===== src/rtl/arb_pkg.sv =====
// Shared definitions for the N-way grant arbiter: one-hot FSM encoding and index-width helper.
package arb_pkg;

    typedef enum logic [2:0] {
        ST_IDLE = 3'b001,
        ST_GNT  = 3'b010,
        ST_REL  = 3'b100
    } state_t;

    function automatic int clog2_min1(input int n);
        return (n <= 2) ? 1 : $clog2(n);
    endfunction

endpackage


===== src/rtl/rr_arbiter_n_rr_pick.sv =====
// Combinational winner select: first set request at or above ptr, wrapping; ptr ignored when rr_en=0.
// Zero latency, pure logic; no flow control of its own.
module rr_pick
    import arb_pkg::*;
#(
    parameter int N = 4
) (
    input  logic [N-1:0]               req,
    input  logic [clog2_min1(N)-1:0]   ptr,
    input  logic                       rr_en,
    output logic [clog2_min1(N)-1:0]   win_id,
    output logic                       win_valid
);

    localparam int IW = clog2_min1(N);

    logic [N-1:0]   masked;
    logic [2*N-1:0] dbl;

    // Lower half keeps only requests at/above ptr; upper half supplies the wrap-around.
    always_comb begin
        masked = '0;
        for (int i = 0; i < N; i++) begin
            masked[i] = req[i] && (!rr_en || (i >= int'(ptr)));
        end
        dbl    = {req, masked};
        win_id = '0;
        for (int i = 2 * N - 1; i >= 0; i--) begin
            if (dbl[i]) begin
                win_id = IW'(i % N);
            end
        end
    end

    assign win_valid = |req;

endmodule


===== src/rtl/rr_arbiter_n.sv =====
// N-requester arbiter with registered one-hot grant, hold-until-release and optional hold timeout.
// One cycle req->gnt; one mandatory bubble between owners; non-owner requests wait (no preemption).
module rr_arbiter_n
    import arb_pkg::*;
#(
    parameter int N        = 4,
    parameter int HOLD_MAX = 16,
    parameter bit RR       = 1'b1
) (
    input  logic                       clk,
    input  logic                       rst,
    input  logic [N-1:0]               req,
    output logic [N-1:0]               gnt,
    output logic                       gnt_valid,
    output logic [clog2_min1(N)-1:0]   gnt_id,
    output logic                       timeout
);

    localparam int IW = clog2_min1(N);
    localparam int CW = clog2_min1(HOLD_MAX + 1);
    // With no hold limit the counter just saturates at all-ones.
    localparam logic [CW-1:0] CNT_MAX = (HOLD_MAX == 0) ? {CW{1'b1}} : CW'(HOLD_MAX);

    state_t          state;
    logic [IW-1:0]   ptr;
    logic [CW-1:0]   cnt;
    logic [IW-1:0]   win_id;
    logic            win_valid;
    logic            owner_req;
    logic            hold_ok;

    rr_pick #(.N(N)) u_pick (
        .req       (req),
        .ptr       (ptr),
        .rr_en     (RR),
        .win_id    (win_id),
        .win_valid (win_valid)
    );

    assign owner_req = req[gnt_id];
    assign hold_ok   = (HOLD_MAX == 0) || (cnt < CNT_MAX);

    always_ff @(posedge clk) begin
        if (rst) begin
            state     <= ST_IDLE;
            gnt       <= '0;
            gnt_valid <= 1'b0;
            gnt_id    <= '0;
            timeout   <= 1'b0;
            ptr       <= '0;
            cnt       <= '0;
        end else begin
            timeout <= 1'b0;
            case (state)
                ST_GNT: begin
                    if (owner_req && hold_ok) begin
                        if (cnt != {CW{1'b1}}) begin
                            cnt <= cnt + CW'(1);
                        end
                    end else begin
                        state     <= ST_REL;
                        gnt       <= '0;
                        gnt_valid <= 1'b0;
                        gnt_id    <= '0;
                        cnt       <= '0;
                        timeout   <= owner_req;
                    end
                end
                default: begin
                    // IDLE and the REL bubble both arbitrate on the current request vector.
                    if (win_valid) begin
                        state     <= ST_GNT;
                        gnt       <= N'(1) << win_id;
                        gnt_valid <= 1'b1;
                        gnt_id    <= win_id;
                        cnt       <= CW'(1);
                        ptr       <= (win_id == IW'(N - 1)) ? '0 : win_id + IW'(1);
                    end else begin
                        state <= ST_IDLE;
                        cnt   <= '0;
                    end
                end
            endcase
        end
    end

endmodule


===== config.mk =====
export PLATFORM = sky130hd
export DESIGN_NAME = rr_arbiter_n
export DESIGN_NICKNAME = d
export VERILOG_FILES = /design/src/rtl/arb_pkg.sv /design/src/rtl/rr_arbiter_n_rr_pick.sv /design/src/rtl/rr_arbiter_n.sv
export SDC_FILE = /design/constraint.sdc
export NUM_CORES = 1
export LEC_CHECK = 0
export BUFFER_PORTS_ARGS = -buffer_cell sky130_fd_sc_hd__buf_2
export CAP_MARGIN = 20
export CELL_PAD_IN_SITES_DETAIL_PLACEMENT = 1
export CELL_PAD_IN_SITES_GLOBAL_PLACEMENT = 1
export CORE_UTILIZATION = 41
export CTS_CLUSTER_SIZE = 24
export DETAILED_ROUTE_END_ITERATION = 6
export PLACE_DENSITY = 0.8
export SYNTH_ARGS = -nofsm -noshare
export SYNTH_HDL_FRONTEND = slang
export SYNTH_SLANG_ARGS = --single-unit

===== constraint.sdc =====
create_clock -name clk -period 2.09 [get_ports clk]
set_input_delay 0.209 -clock clk [delete_from_list [all_inputs] [get_ports clk]]
set_output_delay 0.209 -clock clk [all_outputs]
set_load 0.005 [all_outputs]

==> results of run 1 <==
-- worst max-delay path: stages, from the launching register on --
cell and delay (ns):
dfxtp_1 0.38, ha_1 0.20, and3_1 0.16, ha_1 0.28, nand2b_1 0.14, a21oi_1 0.07
a311oi_1 0.31
-- layer usage --
layer	vias to the layer above	routed length, um
met3	2	53
met1	299	860
li1	333	-
met2	10	854
met5	-	0
met4	0	13
-- final timing paths --
kind	to	slack [ns]	depth (start not counted)
max	cnt[0]$_SDFFE_PP0P_	0.44	6
min	ptr[1]$_SDFFE_PP0P_	0.26	2
max reg2reg	cnt[0]$_SDFFE_PP0P_	0.44	6
min reg2reg	gnt_valid$_SDFFE_PP0P_	0.46	1
-- logic make-up (layout without fill, tap and decap cells) --
| logic type | after synthesis | in the layout |
|---|---|---|
| multiplexers | 4 | 4 |
| XOR/XNOR | 2 | 2 |
| flip-flops | 18 | 18 |
| adder cells (fa/ha/maj) | 4 | 4 |
| AO/OA/AOI/OAI | 21 | 21 |
| AND/OR/NAND/NOR | 28 | 28 |
| buffers and inverters | 7 | 22 |
-- where the power goes --
group | switching, mW | total, mW | internal [mW]
logic | 0.0963 | 0.180 | 0.0839
clock network | 0.0949 | 0.162 | 0.0669
registers | 0.0261 | 0.400 | 0.374
total | 0.217 | 0.742 | 0.525
-- Yosys cell counts (2+ instances only) --
cell type	number
nor3b_1	2
nor2_1	8
nand2b_1	2
a22o_1	3
a21oi_1	3
nand2_1	2
dfxtp_1	18
ha_1	4
mux2i_1	3
nor2b_1	2
inv_1	4
inv_2	2
-- cell usage in the layout, fill, tap and decap left out, types with 2 or more instances in the layout --
cell type  instances
a21oi_1            3
nor2b_1            2
nand2b_1           2
nor2_1             8
nand2_1            2
dfxtp_1           18
nor3b_1            2
ha_1               4
buf_2             13
a22o_1             3
clkbuf_4           3
mux2i_1            3
inv_2              2
inv_1              4
-- per-stage QoR --
stage / power [mW] / utilization (%)
floorplan: 0.531 / -
global route: 0.790 / 50.3
finish: 0.742 / 50.3
CTS: 0.753 / 50.3
global placement: 0.578 / 49.2
detailed placement: 0.585 / 49.2
-- final cells by class --
cell class | count | share of cell area [%]
inverter | 6 | 2.26
sequential | 18 | 36.1
timing repair buffer | 13 | 6.52
multi-input combinational | 59 | 49.4
clock buffer | 3 | 2.26
tap | 27 | 3.39
-- registers in the layout, indices dropped and copies added (netlist names) --
| register | cells |
|---|---|
| gnt | 4 |
| timeout | 1 |
| state | 3 |
| ptr | 2 |
| gnt_valid | 1 |
| cnt | 5 |
| gnt_id | 2 |
==> results.cfg, run 1 <==
[run_status]
outcome = complete, no violations

[cells_and_area]
fillers = 237
multi_input_area_sq_um = 493
final_area_sq_um = 997
diodes = 0
regArea_sq_um = 360
drive_gt1_share_pct = 30.3
final_nets = 111
syn_to_final_growth_pct = 13.4
stdcell_count = 126

[sta]
tns_ns = 0
max-slew-margin-rel_pct = 57.0
fin_ws_ns = 0.443
worst_pin_slew_ns = 0.641
hold_violations = 0
drv_slew = 0
fin_hold_ws_ns = 0.265
fin_crit_sh_pct = 78.8
fin_crit_ns = 1.65
finClkSkew_ns = 0.00154
setup_violations = 0
rsz0062_at_grt = no
max_freq_mhz = 607

[power_and_ir_drop]
power_density_nw_per_um2 = 744
leakage_nw = 0.439
peakVddDrop_v = 0.000413

[detailed_routing]
wl_per_cell_um = 14.1
vias_per_cell = 5.11
dr.pass1.iters = 4
drcViolationCount = 0
vias = 644
ant_nets = 0
finalWirelength_um = 1780
drt_iter0_markers = 3

[floorplan]
core-area_sq_um = 1980
start_util_pct = 44.4
ios = 14
die_w_um = 48.3
die-area_sq_um = 2330
fp-row-count = 16
die_h_um = 48.3

[placement]
place.gp.congestion = 0.715
place.port_buffers = 13
place_inst = 123
post-place-ws_ns = 0.444
dp_hpwl_um = 1330
dpl_cell_area_sq_um = 975

[synth]
yosysSeqAreaShare_pct = 41.0
syn-num-nets = 94
yosys.area_share.xor_xnor_pct = 1.99
synthArstFlopShare_pct = 0
synth_compound_area_share_pct = 21.8
post_synth.cell_area_avg_sq_um = 10.5
synth_edf_count = 0
synth_warnings = 0
synthFlopType = dfxtp_1
synth_cell_type_count = 43
synth_cells = 84
synth-simple-area-share_pct = 21.5
syn_area_sq_um = 880
synth_mux_area_share_pct = 5.12
synth_fa_ha_area_share_pct = 5.69
synth_top_family_by_area = compound AO/OA/AOI/OAI gates
synth.top_cell.area_share_pct = 41.0
synth_largest_area_cell = dfxtp_1
netlist_top_cells_area = dfxtp_1 41%, ha_1 5.7%, mux2i_1 3.4%
ys_seq_elements = 18

[clocking]
cts_tree = yes
clk_pin_slew_ns = 0.09
clk_latency_ns = 0.28
cts_setup_buffers = 0
cts_resized = 0
clock-sinks = 18
root_buffer = clkbuf_4
cts_hold_buf = 0
cts_buffer_depth = 2
cts_max_level = 1
numCtsBuffers = 3

[worst_setup_path]
critPathKind = reg -> reg
cp-end-kind = register
setup.worst_path.start = cnt[0]$_SDFFE_PP0P_
crit_arrival_ns = 1.83
worstPathRequired_ns = 2.27
cp_max_fo = 6
startpoint_type = register
r2r-start = cnt[0]$_SDFFE_PP0P_

[global_route]
grt_pass1_wl_um = 3170
grt_max_degree = 13
grt.total_usage_pct = 17.7
grtUsageMet3_pct = 4.72
grt_use_met2_pct = 31.9
antenna_found_initial = 0
overflow = 0
grt_pass1_vias = 681
top_usage_layer = met2
use_met1_pct = 20.8

[hold_path]
min_from = rst
hold_path_class = in -> reg

[flow_run]
cap_violations = 0
Note: power is estimated with default switching activity, not from simulation.
==> run 2, diff against run 1 <==
--- a/config.mk
+++ b/config.mk
@@ -9,10 +9,10 @@
 export CAP_MARGIN = 20
 export CELL_PAD_IN_SITES_DETAIL_PLACEMENT = 1
 export CELL_PAD_IN_SITES_GLOBAL_PLACEMENT = 1
-export CORE_UTILIZATION = 41
+export CORE_UTILIZATION = 37
 export CTS_CLUSTER_SIZE = 24
 export DETAILED_ROUTE_END_ITERATION = 6
-export PLACE_DENSITY = 0.8
+export PLACE_DENSITY = 0.76
 export SYNTH_ARGS = -nofsm -noshare
 export SYNTH_HDL_FRONTEND = slang
 export SYNTH_SLANG_ARGS = --single-unit
==> constraint.sdc (replaced) <==
create_clock -name clk -period 1.5 [get_ports clk]
set_input_delay 0.15 -clock clk [delete_from_list [all_inputs] [get_ports clk]]
set_output_delay 0.15 -clock clk [all_outputs]
set_load 0.005 [all_outputs]
==> run 2 against run 1 <==
Effect of this change: maximum frequency up 13%; global-route usage up 1.1 points; clock-buffer cell count up 1; combinational power up 82%; routed wire length up 23%; clock skew up 0.0078 ns; hold slack worse by 0.082 ns; sequential share of layout area down 4.3 points; worst setup slack worse by 0.40 ns; via count up 12%; sequential power up 41%; critical endpoint is now gnt[3]$_SDFFE_PP0P_.
==> results.cfg, run 2 (synthesized netlist as in run 1, its figures left out) <==
[worst_setup_path]
startpoint_type = register
cp-end-kind = register
critPathKind = reg -> reg
worstPathRequired_ns = 1.70
crit_arrival_ns = 1.66
cp_max_fo = 5

[sta]
max-slew-margin-rel_pct = 68.6
setup_violations = 0
fin_crit_sh_pct = 97.1
fin_ws_ns = 0.0436
drv_slew = 0
worst_pin_slew_ns = 0.470
finClkSkew_ns = 0.00931
max_freq_mhz = 687
hold_violations = 0
fin_crit_ns = 1.46

[clocking]
root_buffer = clkbuf_4
cts_max_level = 1
cts_buffer_depth = 2
numCtsBuffers = 3
clock-sinks = 18
clk_latency_ns = 0.29
clk_pin_slew_ns = 0.11
cts_tree = yes
cts_hold_buf = 0

[detailed_routing]
wl_per_cell_um = 15.6
vias = 720
dr.pass1.iters = 3
ant_nets = 0
drcViolationCount = 0
vias_per_cell = 5.14
drt_iter0_markers = 7
finalWirelength_um = 2190

[placement]
place.port_buffers = 13
dp_hpwl_um = 1560
post-place-ws_ns = -0.0201
place.gp.congestion = 0.731

[global_route]
antenna_found_initial = 0
grt_pass1_vias = 749
grt_max_degree = 13
overflow = 0
grt_pass1_wl_um = 3440
grt.total_usage_pct = 18.8

[floorplan]
die-area_sq_um = 2580
start_util_pct = 39.4
ios = 14
fp-row-count = 17
die_w_um = 50.8
die_h_um = 50.8
core-area_sq_um = 2230

[cells_and_area]
final_nets = 123
largest_reg_flops = 5
layout_commonest_cell = dfxtp_1
diodes = 0
top_regs = cnt (5), gnt (4), state (3)
regMostFlops = cnt
final_cell_mix = 14 x dfxtp_1, 13 x buf_2, 12 x buf_4
multi_input_area_sq_um = 538
syn_to_final_growth_pct = 31.3
drive_gt1_share_pct = 47.3
fin_util_pct = 51.7
regArea_sq_um = 368
fillers = 253

[power_and_ir_drop]
peakVddDrop_v = 0.000702
leakage_nw = 0.511
power_density_nw_per_um2 = 1030

[flow_run]
cap_violations = 0

[hold_path]
hold_path_class = in -> reg

[run_status]
outcome = complete, no violations
## run 2: changes by cell type in the layout (fill, tap and decap cells not counted), moves of 2 or more
cell     delta
dfxtp_1     -4
ha_4        +2
ha_1        -2
dfxtp_2     +3
buf_4      +12
## run 2: through the flow
stage               std cells  setup TNS (ns)  cell area, sq um  hold WS, ns  total power [mW]
floorplan                  84               0               880        0.335             0.739
global placement          135               0              1060        0.442             0.849
finish                    140               0              1150        0.183              1.19
CTS                       139               0              1100        0.187              1.17
detailed placement        135         -0.0201              1060        0.439             0.863
global route              140         -0.0522              1150        0.198              1.26
## run 2: worst paths after layout
kind                               start                endpoint  slack, ns  cells after the start
setup reg to reg     ptr[1]$_SDFFE_PP0P_     gnt[3]$_SDFFE_PP0P_       0.04                      6
hold reg to reg   gnt_valid$_SDFFE_PP0P_  gnt_valid$_SDFFE_PP0P_       0.47                      1
setup / recovery     ptr[1]$_SDFFE_PP0P_     gnt[3]$_SDFFE_PP0P_       0.04                      6
hold / removal                       rst     ptr[1]$_SDFFE_PP0P_       0.18                      2
## run 2: layout make-up
type                       instances  area share [%]
multi-input combinational         59            46.6
sequential                        18            31.9
timing repair buffer              25            13.4
clock buffer                       4            3.14
tap                               28            3.03
inverter                           6            1.95
## run 2: repair_timing
action,4_1_cts,5_1_grt
setup endpoints to repair,3,6
resized for setup,3,9
setup buffers,0,1
pin swaps,1,4
## run 2: critical path: stages (launching register included)
cell and delay [ns]:
dfxtp_2 0.42, a21o_2 0.15, a21oi_1 0.07, o22ai_2 0.24
inv_1 0.11, ha_1 0.20, a22o_1 0.18
## run 2: power breakdown
part	switching [mW]	leakage, nW	internal [mW]
logic	0.161	0.341	0.167
registers	0.0406	0.150	0.525
clock network	0.154	0.0210	0.148
total	0.356	0.511	0.839
## run 2: metal layers
metal | global-route usage, % | up-vias | share of wire (%)
met5 | 0 | - | 0
met4 | 12.0 | 0 | 1.4
met3 | 4.24 | 4 | 2.7
met2 | 30.7 | 12 | 49
met1 | 22.0 | 348 | 47
li1 | - | 356 | -
==> run 3, diff against run 2 <==
--- a/config.mk
+++ b/config.mk
@@ -9,10 +9,10 @@
 export CAP_MARGIN = 20
 export CELL_PAD_IN_SITES_DETAIL_PLACEMENT = 1
 export CELL_PAD_IN_SITES_GLOBAL_PLACEMENT = 1
-export CORE_UTILIZATION = 37
+export CORE_UTILIZATION = 30
 export CTS_CLUSTER_SIZE = 24
 export DETAILED_ROUTE_END_ITERATION = 6
-export PLACE_DENSITY = 0.76
+export PLACE_DENSITY = 0.65
 export SYNTH_ARGS = -nofsm -noshare
 export SYNTH_HDL_FRONTEND = slang
 export SYNTH_SLANG_ARGS = --single-unit
==> run 3 against run 2 <==
Effect of this change: die area grew 22%; global-route usage down 4.7 points; highest routed layer is now met3; hold slack gained 0.016 ns; final area down 0.33%; maximum frequency rose by 1.8%; combinational power is 3% lower; first-iteration DRC count did not move; largest power group unchanged; critical path type unchanged; utilization decreased by 10 points; final cell count grew 2.1%; flip-flop and latch count is the same; sequential share of layout area increased by 0.21 points.
==> results.cfg, run 3 (synthesized netlist as in run 1, its figures left out) <==
[global_route]
grt_pass1_vias = 760
grt_pass1_wl_um = 3510
grt.total_usage_pct = 14.1
overflow = 0
antenna_found_initial = 0
grt_max_degree = 13

[floorplan]
die-area_sq_um = 3150
start_util_pct = 31.9
die_w_um = 56.1
ios = 14
fp-row-count = 19
core-area_sq_um = 2760
die_h_um = 56.1

[worst_setup_path]
crit_arrival_ns = 1.62
setup.worst_path.start = gnt_id[0]$_SDFFE_PP0P_
startpoint_type = register
critPathKind = reg -> reg
cp_max_fo = 6
r2r-start = gnt_id[0]$_SDFFE_PP0P_
worstPathRequired_ns = 1.69
cp-end-kind = register
reg2reg_depth = 5

[hold_path]
hold_path_class = in -> reg
min_from = rst
min_path_cells = 2

[cells_and_area]
final_area_sq_um = 1150
regMostFlops = cnt
fillers = 320
largest_reg_flops = 5
drive_gt1_share_pct = 48.2
stdcell_count = 143
diodes = 0
final_nets = 123
top_regs = cnt (5), gnt (4), state (3)
syn_to_final_growth_pct = 30.9
final_cell_mix = 13 x dfxtp_1, 13 x buf_2, 12 x buf_4

[power_and_ir_drop]
leakage_nw = 0.506
power_density_nw_per_um2 = 1030
finalPower_mw = 1.18
peakVddDrop_v = 0.000620

[sta]
hold_violations = 0
rsz0062_at_grt = no
fin_ws_ns = 0.0698
max_freq_mhz = 699
fin_crit_ns = 1.43
finClkSkew_ns = 0.00764
fin_crit_sh_pct = 95.3
tns_ns = 0
drv_slew = 0
setup_violations = 0
max-slew-margin-rel_pct = 70.2
worst_pin_slew_ns = 0.443

[run_status]
outcome = complete, no violations

[clocking]
numCtsBuffers = 3
clk_latency_ns = 0.29
cts_buffer_depth = 2
root_buffer = clkbuf_4
cts_tree = yes
clk_pin_slew_ns = 0.11
cts_max_level = 1
cts_hold_buf = 0
clock-sinks = 18

[detailed_routing]
dr.pass1.iters = 2
wl_per_cell_um = 13.8
vias = 696
vias_per_cell = 4.87
finalWirelength_um = 1970
ant_nets = 0
drt_iter0_markers = 7
drcViolationCount = 0

[flow_run]
cap_violations = 0

[placement]
dp_hpwl_um = 1520
place_inst = 138
place.port_buffers = 13
post-place-ws_ns = -0.00111
place.gp.congestion = 0.737
dpl_cell_area_sq_um = 1060
[run 3: per-layer routing]
metal	global-route usage (%)	routed length [um]	part of all wire, %
met1	18.9	990	50
met2	22.8	929	47
met3	3.72	49	2.5
met4	3.14	0	0
met5	0	0	0
[run 3: final timing paths]
kind | slack (ns) | end
max reg2reg | 0.07 | gnt_id[1]$_SDFFE_PP0P_
max | 0.07 | gnt_id[1]$_SDFFE_PP0P_
min reg2reg | 0.47 | gnt_valid$_SDFFE_PP0P_
min | 0.20 | ptr[1]$_SDFFE_PP0P_
[run 3: power breakdown]
part	internal, mW	switching [mW]
Combinational	0.166	0.152
Clock	0.148	0.159
Sequential	0.526	0.0325
[run 3: area by class of cell]
class                   instances  area (sq um)  area share, %
multi-input cells              59           529           46.0
flip-flops and latches         18           369           32.1
repair buffers                 25           155           13.5
well taps                      31          38.8           3.37
clock buffers                   4          36.3           3.15
inverters                       6          22.5           1.96
[run 3: repair_timing]
action	in CTS	in global routing
pin swaps	0	5
gates cloned	0	0
setup buffers	0	1
endpoints found under the setup margin	2	8
gates resized for setup	1	12
[run 3: critical path, cell delays in order (launching register included)]
cell       delay [ns]
dfxtp_2          0.37
mux2_4           0.32
o2bb2ai_4        0.14
a21oi_2          0.17
nor2_4           0.07
a22o_1           0.25
[run 3: per-stage QoR]
stage                     hold slack (ns)  util, %
after floorplan                     0.335        -
after global placement              0.433     38.5
after detailed placement            0.443     38.5
after CTS                           0.195     40.1
after global routing                0.194     41.7
final                               0.200     41.7
